$ cat config.mk
export PLATFORM = sky130hd
export DESIGN_NAME = div_unit
export DESIGN_NICKNAME = d
export VERILOG_FILES = /design/src/rtl/div_unit_pkg.sv /design/src/rtl/div_unit.sv
export SDC_FILE = /design/constraint.sdc
export NUM_CORES = 1
export LEC_CHECK = 0
export ABC_AREA = 1
export BUFFER_PORTS_ARGS = -buffer_cell sky130_fd_sc_hd__clkbuf_2
export CORE_ASPECT_RATIO = 1.25
export CORE_MARGIN = 2
export CORE_UTILIZATION = 60
export DETAILED_ROUTE_END_ITERATION = 10
export GPL_ROUTABILITY_DRIVEN = 0
export PLACE_DENSITY = 0.89
export RECOVER_POWER = 25
export SYNTH_ARGS = -nofsm -noshare
export SYNTH_HDL_FRONTEND = slang
export SYNTH_SLANG_ARGS = --single-unit
$ cat constraint.sdc
create_clock -name clk -period 2.55 [get_ports clk]
set_input_delay 0.255 -clock clk [delete_from_list [all_inputs] [get_ports clk]]
set_output_delay 0.255 -clock clk [all_outputs]
set_load 0.01 [all_outputs]
$ cat src/rtl/div_unit_pkg.sv
// Shared encodings for the multi-cycle divider: state codes and handshake levels.
package div_unit_pkg;

  localparam int DIV_DATA_W = 32;

  typedef enum logic [1:0] {
    DIV_FREE   = 2'b00,
    DIV_BYZERO = 2'b01,
    DIV_ON     = 2'b10,
    DIV_END    = 2'b11
  } div_state_t;

  localparam logic DIV_RESULT_READY     = 1'b1;
  localparam logic DIV_RESULT_NOT_READY = 1'b0;
  localparam logic DIV_START            = 1'b1;
  localparam logic DIV_STOP             = 1'b0;

endpackage

$ cat src/rtl/div_unit.sv
// Radix-2 restoring divider, one quotient bit per clock.
// result_o = {remainder, quotient}; ready_o is high only while the unit sits in END.
module div_unit
  import div_unit_pkg::*;
#(
  parameter int DATA_W = DIV_DATA_W
) (
  input  logic                  clk,
  input  logic                  rst,
  input  logic                  signed_div_i,
  input  logic [DATA_W-1:0]     opdata1_i,
  input  logic [DATA_W-1:0]     opdata2_i,
  input  logic                  start_i,
  input  logic                  annul_i,
  output logic [2*DATA_W-1:0]   result_o,
  output logic                  ready_o
);

  localparam int CNT_W = $clog2(DATA_W + 1);
  localparam logic [CNT_W-1:0] CNT_LAST = CNT_W'(DATA_W);

  // Two's complement negation, truncated to the operand width.
  function automatic logic [DATA_W-1:0] neg2(input logic [DATA_W-1:0] v);
    return ~v + DATA_W'(1);
  endfunction

  div_state_t              state_r;
  logic [CNT_W-1:0]        cnt_r;
  logic [2*DATA_W-1:0]     sr_r;        // {partial remainder, dividend/quotient bits}
  logic [DATA_W-1:0]       divisor_r;
  logic                    q_neg_r;
  logic                    r_neg_r;

  logic [DATA_W-1:0]       abs1_s;
  logic [DATA_W-1:0]       abs2_s;
  logic [2*DATA_W:0]       shift_s;     // shift register moved left by one, carry bit on top
  logic [DATA_W:0]         diff_s;
  logic [2*DATA_W-1:0]     sr_next_s;
  logic [DATA_W-1:0]       quot_fix_s;
  logic [DATA_W-1:0]       rem_fix_s;

  // Operand magnitudes; a signed most-negative value maps onto itself as an unsigned magnitude.
  always_comb begin
    abs1_s = opdata1_i;
    abs2_s = opdata2_i;
    if (signed_div_i && opdata1_i[DATA_W-1]) begin
      abs1_s = neg2(opdata1_i);
    end else begin
      abs1_s = opdata1_i;
    end
    if (signed_div_i && opdata2_i[DATA_W-1]) begin
      abs2_s = neg2(opdata2_i);
    end else begin
      abs2_s = opdata2_i;
    end
  end

  // One restoring step: shift, trial-subtract, keep the difference when it does not borrow.
  always_comb begin
    shift_s   = {sr_r, 1'b0};
    diff_s    = shift_s[2*DATA_W:DATA_W] - {1'b0, divisor_r};
    sr_next_s = shift_s[2*DATA_W-1:0];
    if (!diff_s[DATA_W]) begin
      sr_next_s = {diff_s[DATA_W-1:0], shift_s[DATA_W-1:1], 1'b1};
    end else begin
      sr_next_s = shift_s[2*DATA_W-1:0];
    end
  end

  // Sign fixup: quotient negative when signs differ, remainder follows the dividend.
  always_comb begin
    quot_fix_s = sr_r[DATA_W-1:0];
    rem_fix_s  = sr_r[2*DATA_W-1:DATA_W];
    if (q_neg_r) begin
      quot_fix_s = neg2(sr_r[DATA_W-1:0]);
    end else begin
      quot_fix_s = sr_r[DATA_W-1:0];
    end
    if (r_neg_r) begin
      rem_fix_s = neg2(sr_r[2*DATA_W-1:DATA_W]);
    end else begin
      rem_fix_s = sr_r[2*DATA_W-1:DATA_W];
    end
  end

  // Control FSM with registered result/ready; reset wins over every input in every state.
  always_ff @(posedge clk) begin
    if (rst) begin
      state_r   <= DIV_FREE;
      cnt_r     <= '0;
      sr_r      <= '0;
      divisor_r <= '0;
      q_neg_r   <= 1'b0;
      r_neg_r   <= 1'b0;
      result_o  <= '0;
      ready_o   <= DIV_RESULT_NOT_READY;
    end else begin
      case (state_r)
        DIV_FREE: begin
          result_o <= '0;
          ready_o  <= DIV_RESULT_NOT_READY;
          if (start_i == DIV_START && !annul_i) begin
            if (opdata2_i == '0) begin
              state_r <= DIV_BYZERO;
            end else begin
              state_r   <= DIV_ON;
              cnt_r     <= '0;
              sr_r      <= {{DATA_W{1'b0}}, abs1_s};
              divisor_r <= abs2_s;
              q_neg_r   <= signed_div_i & (opdata1_i[DATA_W-1] ^ opdata2_i[DATA_W-1]);
              r_neg_r   <= signed_div_i & opdata1_i[DATA_W-1];
            end
          end
        end
        DIV_BYZERO: begin
          if (annul_i || start_i == DIV_STOP) begin
            state_r <= DIV_FREE;
          end else begin
            result_o <= '0;
            ready_o  <= DIV_RESULT_READY;
            state_r  <= DIV_END;
          end
        end
        DIV_ON: begin
          if (annul_i || start_i == DIV_STOP) begin
            state_r <= DIV_FREE;
          end else if (cnt_r == CNT_LAST) begin
            result_o <= {rem_fix_s, quot_fix_s};
            ready_o  <= DIV_RESULT_READY;
            state_r  <= DIV_END;
          end else begin
            sr_r  <= sr_next_s;
            cnt_r <= cnt_r + CNT_W'(1);
          end
        end
        DIV_END: begin
          if (start_i == DIV_STOP) begin
            state_r  <= DIV_FREE;
            ready_o  <= DIV_RESULT_NOT_READY;
            result_o <= '0;
          end
        end
        default: begin
          state_r  <= DIV_FREE;
          ready_o  <= DIV_RESULT_NOT_READY;
          result_o <= '0;
        end
      endcase
    end
  end

endmodule

==> qor.txt <==
run status = complete, no violations
DR vias = 15310
ant diodes = 0
Die H = 169.5 um
asr flop ratio synth = 0%
layout cell share with drive strength beyond 1 = 8.986%
commonest cells after routing, fill and taps aside = nand2_1 (695), inv_1 (302), nand3_1 (245)
first-pass GRT wire length = 66980 um
cells after synthesis = 2216
WL/cell = 16.04 um
Avg Cell Area, Syn = 5.935 um2
Post-synth EDFFs = 0
Final Non-Filler Cells = 2627
Final Hold Fails = 0
Mapped Nets = 2329
max frequency = 410.8 MHz
Max Cap Viol = 0
root buffer cell = clkbuf_16
initial core utilization = 61.04%
main flop type after synthesis = dfxtp_1
synth warn = 0
CP required = 2.85 ns
Crit path arrival time = 2.74 ns
Die ar. = 0.02313 mm2
fin nets = 2449
most common cell after layout, fill and taps aside = nand2_1
register area share after synthesis = 26.03%
Layout area overhead = 11.82%
final WL = 42130 um
clk sink count = 171
Peak VDD IR = 0.0006448 V
DR DRC count = 0
vias in the first global route = 14250
critical path endpoint category = register
total track usage = 36.59%
Finished Core Util = 68.25%
Netlist cell types = 48
IO Pins = 134
kind of critical path = reg -> reg
grt total ovfl = 0
largest net degree at the start of global routing = 69
core area = 0.02155 mm2
CTS tree = yes
Critical Path Start Type = register
crit path from = sr_r[51]
H-tree depth = 4
Max FO, Critical Path = 20
Pwr per Cell Area = 830.0 mW/mm2
Final setup viols = 0
Core Rows = 60
Worst-path clk slew = 0.07 ns
min-delay worst type = in -> reg
Longest Clk Path Bufs = 2
Worst-Margin Slew = 0.7519 ns
Final Cycle Share = 95.45%
placed cell count = 2589
Setup WS post-layout = 0.1160 ns
worst slack, placed = -0.06803 ns
hold slack = 0.1514 ns
Leakage = 7.193 nW
reg2reg start = sr_r[51]
Initial DRC Count = 1577
max_slew headroom = 49.82%
Final ANT Viol Nets = 0
synthesized area = 0.01315 mm2
DRT Pass-1 Iters = 8
Hold Buf Count CTS = 0
#FFs+latches synth = 171
dpl hpwl = 31100 um
vias per cell = 5.828
die width = 136.4 um
port bufs = 133
Slew Limit Fails = 0
post-route minimum period = 2.434 ns
later-pin clock latency in the skew report = 0.44 ns
initial antenna violation count = 0
clock buffer count from CTS = 17
Setup Skew = 0.01148 ns
Hold Crit Start = opdata2_i[14]
## cells in the mapped netlist (all sizes together), types with 3 or more instances
cell type	n	share of area [%]
a21boi	4	0.23
buf	46	2.2
inv	308	8.8
nand3b	17	0.97
nand4	39	1.9
ha	43	4.1
xnor2	14	0.93
o21bai	4	0.23
and2	5	0.24
nand2	707	21
o21a	3	0.17
o31ai	4	0.23
clkbuf	32	0.91
dfxtp	171	26
clkinv	3	0.086
nor3	20	0.80
a31oi	22	1.0
xor2	54	3.6
or2	11	0.52
a21oi	174	6.8
o2111ai	4	0.27
a22oi	6	0.34
o211ai	5	0.29
nand3	249	9.7
nor2	181	5.4
o21ai	82	3.2
## cell type report
type	count	area, um2
Sequential cell	171	3431
Clock buffer	18	429.2
Timing Repair Buffer	177	967.2
Tap cell	279	349.1
Inverter	311	1167
Multi-Input combinational cell	1658	8227
Clock inverter	13	135.1
Fill cell	1811	6840
## power by group
group | internal [mW] | switching (mW) | total, mW
Sequential | 3.03 | 0.463 | 3.49
Clock | 1.37 | 1.20 | 2.57
Combinational | 1.88 | 4.27 | 6.14
Total | 6.28 | 5.93 | 12.2
## worst max-delay path, cell delays in order, from the launching register on
cell and delay [ns]:
dfxtp_1 0.60, ha_1 0.33, nand2_1 0.14, nor2_1 0.08, nand2_1 0.07, nand2_1 0.10
a21oi_4 0.28, nand2_4 0.11, nand2_4 0.11, buf_8 0.19, nand3_1 0.12, nand3_1 0.12
a21oi_1 0.06
## flip-flops by register name (all words and copies together), names as in the netlist
signal     count
sr_r          64
q_neg_r        1
ready_o        1
divisor_r     32
cnt_r          6
state_r        2
r_neg_r        1
result_o      64
## stage by stage
| step | TNS, ns | power, mW | instance area [um2] |
|---|---|---|---|
| finish | 0 | 12.21 | 14710 |
| detailed placement | -0.5288 | 9.263 | 14090 |
| global route | -0.04533 | 12.99 | 14710 |
| global placement | 0 | 9.132 | 14090 |
| floorplan | 0 | 7.807 | 13150 |
| CTS | 0 | 11.86 | 14660 |
## layer usage
metal / routed length [um] / GRT usage [%]
met3: 3401 / 5.944
met2: 19760 / 61.81
met5: 0 / 0
met4: 4263 / 32.25
met1: 14710 / 39.04
## repair_timing
| item | CTS | global route |
|---|---|---|
| endpoints found under the setup margin | 16 | 50 |
| resized for setup | 0 | 19 |
| gates cloned | 1 | 1 |
| endpoints found under the hold margin | 0 | 0 |
| pin swaps | 1 | 3 |
| buffers inserted | 0 | 5 |
## path summary, 6_finish.rpt
path                                       to  slack (ns)  cells after the start
worst min register to register   result_o[25]        0.47                      2
worst max register to register       sr_r[49]        0.12                     12
worst max-delay path                 sr_r[49]        0.12                     12
worst min-delay path            divisor_r[14]        0.15                      3
## logic make-up after synthesis
logic type	count (synthesis)	synth area share [%]
AND/OR/NAND/NOR	1233	40.26
flip-flops	171	26.03
buffers and inverters	389	11.97
XOR/XNOR	68	4.529
AO/OA/AOI/OAI	311	12.97
adder cells (fa/ha/maj)	44	4.243
(Power assumes the default switching activity.)
